File: config.mk
export PLATFORM = sky130hd
export DESIGN_NAME = score_board_flat
export DESIGN_NICKNAME = d
export VERILOG_FILES = /design/src/rtl/score_board_pkg.sv /design/src/rtl/score_board_if.sv /design/src/rtl/score_board_entry.sv /design/src/rtl/score_board.sv /design/src/flat_wrapper.sv
export SDC_FILE = /design/constraint.sdc
export NUM_CORES = 1
export LEC_CHECK = 0
export ABC_AREA = 0
export BUFFER_PORTS_ARGS = -buffer_cell sky130_fd_sc_hd__buf_2
export CAP_MARGIN = 20
export CORE_ASPECT_RATIO = 0.9
export CORE_MARGIN = 2
export CORE_UTILIZATION = 35
export CTS_BUF_LIST = sky130_fd_sc_hd__clkbuf_8
export DETAILED_ROUTE_END_ITERATION = 16
export GPL_TIMING_DRIVEN = 0
export PLACE_DENSITY = 0.57
export SYNTH_ARGS = -nofsm -noshare
export SYNTH_HDL_FRONTEND = slang
export SYNTH_SLANG_ARGS = --single-unit
File: constraint.sdc
create_clock -name clk -period 3.15 [get_ports clk]
set_input_delay 0.315 -clock clk [delete_from_list [all_inputs] [get_ports clk]]
set_output_delay 0.315 -clock clk [all_outputs]
set_load 0.01 [all_outputs]
File: src/rtl/score_board_pkg.sv
// Shared types for the score_board: operand-lookup encoding and pipeline stage enum.
package score_board_pkg;

    localparam int REG_NUM    = 32;
    localparam int REG_ADDR_W = $clog2(REG_NUM);

    typedef logic [REG_ADDR_W-1:0] reg_addr_t;

    typedef enum logic [1:0] {
        SB_NONE = 2'd0,
        SB_EX   = 2'd1,
        SB_MEM  = 2'd2,
        SB_CMT  = 2'd3
    } sb_stage_e;

    // {stage, slot}: where the newest producer sits and which bypass lane carries it
    typedef struct packed {
        sb_stage_e stage;
        logic      slot;
    } sb_data_t;

endpackage

File: src/rtl/score_board_if.sv
// Issue-side write port and operand-lookup port of the score_board.
interface score_board_if
    import score_board_pkg::*;
#(
    parameter int ISSUE_WIDTH = 2,
    parameter int QUERY_NUM   = 4
);
    logic      [ISSUE_WIDTH-1:0] issue_valid;
    logic      [ISSUE_WIDTH-1:0] issue_wb_ena;
    logic      [ISSUE_WIDTH-1:0] issue_is_load;
    reg_addr_t [ISSUE_WIDTH-1:0] issue_dst_addr;
    logic                        flush;
    reg_addr_t [QUERY_NUM-1:0]   query_addr;
    sb_data_t  [QUERY_NUM-1:0]   score_board_data;
    logic      [QUERY_NUM-1:0]   query_ready;

    modport master (
        output issue_valid, issue_wb_ena, issue_is_load, issue_dst_addr, flush, query_addr,
        input  score_board_data, query_ready
    );

    modport slave (
        input  issue_valid, issue_wb_ena, issue_is_load, issue_dst_addr, flush, query_addr,
        output score_board_data, query_ready
    );
endinterface

File: src/rtl/score_board_entry.sv
// One tracked register: EX -> MEM -> CMT -> NONE walk, a new issue restarts it at EX.
module score_board_entry
    import score_board_pkg::*;
(
    input  logic      clk,
    input  logic      rst_n,
    input  logic      flush,
    input  logic      hit,
    input  logic      hit_slot,
    input  logic      hit_load,
    output sb_stage_e stage,
    output logic      slot,
    output logic      load
);

    always_ff @(posedge clk or negedge rst_n) begin
        if (!rst_n) begin
            stage <= SB_NONE;
            slot  <= 1'b0;
            load  <= 1'b0;
        end else if (flush) begin
            stage <= SB_NONE;
            slot  <= 1'b0;
            load  <= 1'b0;
        end else if (hit) begin
            // newest producer overrides whatever stage the old one reached
            stage <= SB_EX;
            slot  <= hit_slot;
            load  <= hit_load;
        end else begin
            case (stage)
                SB_EX:   stage <= SB_MEM;
                SB_MEM:  stage <= SB_CMT;
                SB_CMT: begin
                    stage <= SB_NONE;
                    slot  <= 1'b0;
                    load  <= 1'b0;
                end
                default: stage <= SB_NONE;
            endcase
        end
    end

endmodule

File: src/rtl/score_board.sv
// Register scoreboard: tracks in-flight writes and answers operand lookups combinationally.
module score_board
    import score_board_pkg::*;
#(
    parameter int ISSUE_WIDTH = 2,
    parameter int QUERY_NUM   = 4
) (
    input logic          clk,
    input logic          rst_n,
    score_board_if.slave sb
);

    sb_data_t ent_data  [REG_NUM];
    logic     ent_stall [REG_NUM];

    // r0 is hardwired: never in flight, always readable
    assign ent_data[0]  = '{stage: SB_NONE, slot: 1'b0};
    assign ent_stall[0] = 1'b0;

    for (genvar r = 1; r < REG_NUM; r++) begin : g_ent
        logic      hit, hit_slot, hit_load;
        sb_stage_e stage;
        logic      slot, load;

        // higher slot is younger, so it is scanned last and wins
        always_comb begin
            hit      = 1'b0;
            hit_slot = 1'b0;
            hit_load = 1'b0;
            for (int s = 0; s < ISSUE_WIDTH; s++) begin
                if (sb.issue_valid[s] && sb.issue_wb_ena[s] &&
                    sb.issue_dst_addr[s] == REG_ADDR_W'(r)) begin
                    hit      = 1'b1;
                    hit_slot = s[0];
                    hit_load = sb.issue_is_load[s];
                end
            end
        end

        score_board_entry u_entry (
            .clk      (clk),
            .rst_n    (rst_n),
            .flush    (sb.flush),
            .hit      (hit),
            .hit_slot (hit_slot),
            .hit_load (hit_load),
            .stage    (stage),
            .slot     (slot),
            .load     (load)
        );

        assign ent_data[r]  = '{stage: stage, slot: slot};
        assign ent_stall[r] = (stage == SB_EX) && load;
    end

    for (genvar q = 0; q < QUERY_NUM; q++) begin : g_query
        assign sb.score_board_data[q] = ent_data[sb.query_addr[q]];
        assign sb.query_ready[q]      = !ent_stall[sb.query_addr[q]];
    end

endmodule

File: src/flat_wrapper.sv
// flat-port wrapper written by rule: the top's interface ports become plain ports
module score_board_flat import score_board_pkg::*;
#(
    parameter int ISSUE_WIDTH = 2,
    parameter int QUERY_NUM   = 4
)
  (clk, rst_n, sb_issue_valid, sb_issue_wb_ena, sb_issue_is_load, sb_issue_dst_addr, sb_flush, sb_query_addr, sb_score_board_data, sb_query_ready);
  score_board_if #(.ISSUE_WIDTH(ISSUE_WIDTH), .QUERY_NUM(QUERY_NUM)) sb_i ();
  input logic clk;
  input logic rst_n;
  input wire logic [$bits(sb_i.issue_valid)-1:0] sb_issue_valid;
  input wire logic [$bits(sb_i.issue_wb_ena)-1:0] sb_issue_wb_ena;
  input wire logic [$bits(sb_i.issue_is_load)-1:0] sb_issue_is_load;
  input wire logic [$bits(sb_i.issue_dst_addr)-1:0] sb_issue_dst_addr;
  input wire logic [$bits(sb_i.flush)-1:0] sb_flush;
  input wire logic [$bits(sb_i.query_addr)-1:0] sb_query_addr;
  output wire logic [$bits(sb_i.score_board_data)-1:0] sb_score_board_data;
  output wire logic [$bits(sb_i.query_ready)-1:0] sb_query_ready;
  assign sb_i.issue_valid = sb_issue_valid;
  assign sb_i.issue_wb_ena = sb_issue_wb_ena;
  assign sb_i.issue_is_load = sb_issue_is_load;
  assign sb_i.issue_dst_addr = sb_issue_dst_addr;
  assign sb_i.flush = sb_flush;
  assign sb_i.query_addr = sb_query_addr;
  assign sb_score_board_data = sb_i.score_board_data;
  assign sb_query_ready = sb_i.query_ready;
  score_board #(.ISSUE_WIDTH(ISSUE_WIDTH), .QUERY_NUM(QUERY_NUM)) u_core (.clk(clk), .rst_n(rst_n), .sb(sb_i));
endmodule
==> impl_metrics.py <==
metrics = {
    "status": {
        "run_status": "finished with violations",
        "violations": "setup timing",
    },
    "final_layout": {
        "seq_area_um2": 3119,
        "nets_finish": 1278,
        "flow.area_growth_from_synthesis_pct": 11.16,
        "antennaDiodeCount": 0,
        "filler_cell_count": 3067,
        "multi_input_gate_area_in_the_final_layout_um2": 7202,
        "finish.cell_count_without_fillers": 1568,
        "post-route-util_pct": 39.36,
        "fin_area_um2": 12140,
        "final_layout_size_suffix_gt1_share_pct": 22.69,
    },
    "clock_tree": {
        "clk_pin_slew_ns": 0.08,
        "clock_latency_reported_for_the_late_side_of_the_worst_skew_pair_ns": 0.47,
        "cts_root_buffer": "clkbuf_8",
        "clock-sinks": 124,
        "htreeDepth": 4,
        "cts_tree": "built",
        "post_cts_buffers": 0,
        "cts_buffers": 17,
        "cts.path.max_buffers": 2,
    },
    "synthesis": {
        "synthesis.area_per_instance_um2": 10.07,
        "yosys_warnings": 0,
        "synth-seq-cells": 124,
        "synth_mux_area_share_pct": 26.52,
        "synth_compound_area_share_pct": 10.67,
        "synth.largest_area_cell": "dfrtp_1",
        "synthesis.instances": 1084,
        "simple_gate_share_of_the_synthesized_area_pct": 17.92,
        "most_instantiated_flip_flop_cell_in_the_synthesis_netlist": "dfrtp_1",
        "synthDistinctLibCells": 55,
        "asyncSetResetFlopFracSynth_pct": 100.0,
        "area_share_of_fa_ha_maj_cells_after_synthesis_pct": 10.66,
        "combinational_family_with_the_most_area_after_synthesis": "multiplexers",
        "yosys.area.top_type_share_pct": 28.42,
        "synthTopCellsByArea": "dfrtp_1, mux4_2, ha_1, nor3_1, nor2_1",
        "synth.cells.most_frequent": "nor2_1, dfrtp_1, mux4_2, nor3_1, ha_1",
        "synth_most_common_cell": "nor2_1",
        "netlist_area_um2": 10920,
        "synth_seq_area_share_pct": 28.42,
        "synth_xor_xnor_area_share_pct": 0,
        "synth_enable_flop_cells": 0,
        "synth_fp_nets": 1216,
    },
    "worst_setup_path": {
        "end_of_the_worst_register_to_register_path": "u_core.g_ent[4].u_entry.slot",
        "r2r_start": "u_core.g_ent[4].u_entry.stage[0]",
        "crit_path_max_fanout": 10,
        "timing.reg2reg.worst_path_depth": 3,
        "startpoint_type": "input port",
        "setup.worst_path.class": "input port to output pin",
        "worst-endpoint-required_ns": 2.83,
        "critical_path_arrival_ns": 2.85,
        "worstSetupEndpointType": "output pin",
        "reg2reg_slack_ns": 1.73,
    },
    "floorplanning": {
        "rows": 61,
        "io_pins": 55,
        "die_height_um": 171.6,
        "initial_utilization_pct": 35.41,
        "fp.dieArea_um2": 32620,
        "die_width_um": 190.2,
        "core_region_area_um2": 30830,
    },
    "timing": {
        "setup-tns-final_ns": -0.01403,
        "max_clock_freq_ghz": 0.3161,
        "pins_over_slew_limit": 0,
        "timing.slew.headroom_pct": 32.24,
        "min_period_over_period_pct": 100.4,
        "report.final.setup_viol": 1,
        "period_minus_slack_ns": 3.164,
        "final-hold-violation-count": 0,
        "final_critical_path_setup_slack_ns": -0.01403,
        "tightest_slew_ns": 1.016,
        "fin_worst_skew_ns": 0.01112,
        "grt_setup_unrepaired": "no",
        "finalHoldWorstSlack_ns": 0.2004,
    },
    "placed_design": {
        "dp_hpwl_um": 34730,
        "place_congestion": 1.026,
        "placement.cell_area_um2": 11670,
        "buffer_ports.inserted": 41,
        "dpl_worst_slack_ns": -0.1237,
        "placed_cells": 1535,
    },
    "grt": {
        "grt_remaining_overflow": 0,
        "busiest_metal_layer_after_global_routing": "met1",
        "first_pass_grt_wire_length_um": 65920,
        "grtUsageMet2_pct": 39.89,
        "global_route.usage.total_pct": 28.29,
        "grt_start_max_net_pins": 82,
        "antenna_violations_before_repair": 0,
        "first_global_vias": 9762,
        "met3_usage_pct": 9.019,
        "grt.met1_usage_pct": 40.21,
    },
    "worst_hold_path": {
        "worst_hold_endpoint": "u_core.g_ent[3].u_entry.stage[1]",
        "whs_path_depth": 2,
        "min-delay-start": "sb_flush",
        "min_path_type": "input port to flop",
    },
    "routing": {
        "remaining_drc_errors": 0,
        "wire_per_inst_um": 28.82,
        "route.final.wire_length_um": 45200,
        "antenna_violation_net_count_after_detailed_routing": 0,
        "drt_first_iter_violations": 1352,
        "viasPerCell": 6.513,
        "num_vias": 10210,
        "drt_first_pass_iters": 7,
    },
    "run": {
        "drv.max_cap_violation_count": 0,
    },
    "pwr": {
        "power-per-cell-area_nw_per_um2": 315.8,
        "max-vdd-ir-drop_v": 0.0002324,
        "p_leak_nw": 4.673,
        "power.total_mw": 3.833,
    },
}
-- kinds of logic (layout without fill, tap and decap cells) --
kind of cell	count (synthesis)	count (layout)
and+or+nand+nor	402	402
adders and majority gates	93	93
DFF	124	124
buffers and inverters	149	224
muxes	148	148
AOI/OAI and AO/OA	168	168
-- worst max-delay path by stage --
| stage | start | endpoint | slack (ns) | depth (start not counted) |
|---|---|---|---|---|
| 3_3_place_gp | sb_query_addr[1] | sb_score_board_data[2] | -0.1 | 7 |
| 3_5_place_dp | sb_query_addr[1] | sb_score_board_data[2] | -0.12 | 7 |
| 2_1_floorplan | sb_query_addr[16] | sb_score_board_data[10] | 0.88 | 5 |
| 5_1_grt | u_core.g_ent[26].u_entry.stage[1] | sb_query_ready[1] | 0.002 | 8 |
| 6_report | sb_query_addr[6] | sb_score_board_data[5] | -0.01 | 7 |
| 4_1_cts | u_core.g_ent[16].u_entry.stage[0] | sb_query_ready[2] | 0.008 | 6 |
-- per-layer routing --
metal / part of all wire [%] / routed length [um]
met1: 43 / 19360
met2: 41 / 18540
met3: 13 / 5683
met4: 3.5 / 1567
met5: 0.12 / 54
-- what timing repair did --
item                                    4_1_cts  5_1_grt
hold buffers                                  1        0
endpoints found under the setup margin        2        3
gates resized for setup                       2       20
gates cloned                                  0        0
endpoints found under the hold margin        43        0
pin swaps                                     0        0
-- critical path: stages --
cell and delay [ns]:
buf_2 0.11, buf_2 0.35, buf_1 0.61, mux4_2 0.45, mux4_2 0.52, mux2_2 0.32, buf_2 0.15
-- power breakdown --
group          leakage (nW)  switching [mW]  internal [mW]
sequential             1.71          0.0514           1.61
combinational          2.77           0.437          0.225
clock                 0.193           0.708          0.801
-- layout by cell type (no fill, tap or decap), types with 33 or more instances in the layout --
master / netlist / routed
a21oi_1: 51 / 51
a221oi_1: 36 / 36
buf_2: 21 / 62
clkbuf_1: 46 / 46
dfrtp_1: 124 / 111
ha_1: 93 / 93
inv_1: 65 / 65
mux4_2: 111 / 111
nand2_1: 45 / 39
nand3_1: 33 / 33
nor2_1: 131 / 131
nor3_1: 110 / 110
-- sequential cells by signal (all words and copies together), names as in the netlist --
name	flops
u_core.g_ent.u_entry.stage	62
u_core.g_ent.u_entry.load	31
u_core.g_ent.u_entry.slot	31
-- area by class of cell --
type | instances | area share [%]
plain buffers | 82 | 3.165
clock buffers | 18 | 2.041
clock inverters | 14 | 1.412
inverters | 67 | 2.072
multi-input cells | 811 | 59.34
flip-flops and latches | 124 | 25.70
well taps | 409 | 4.217
repair buffers | 43 | 2.052
No activity file was read; power rests on OpenSTA's default activity.
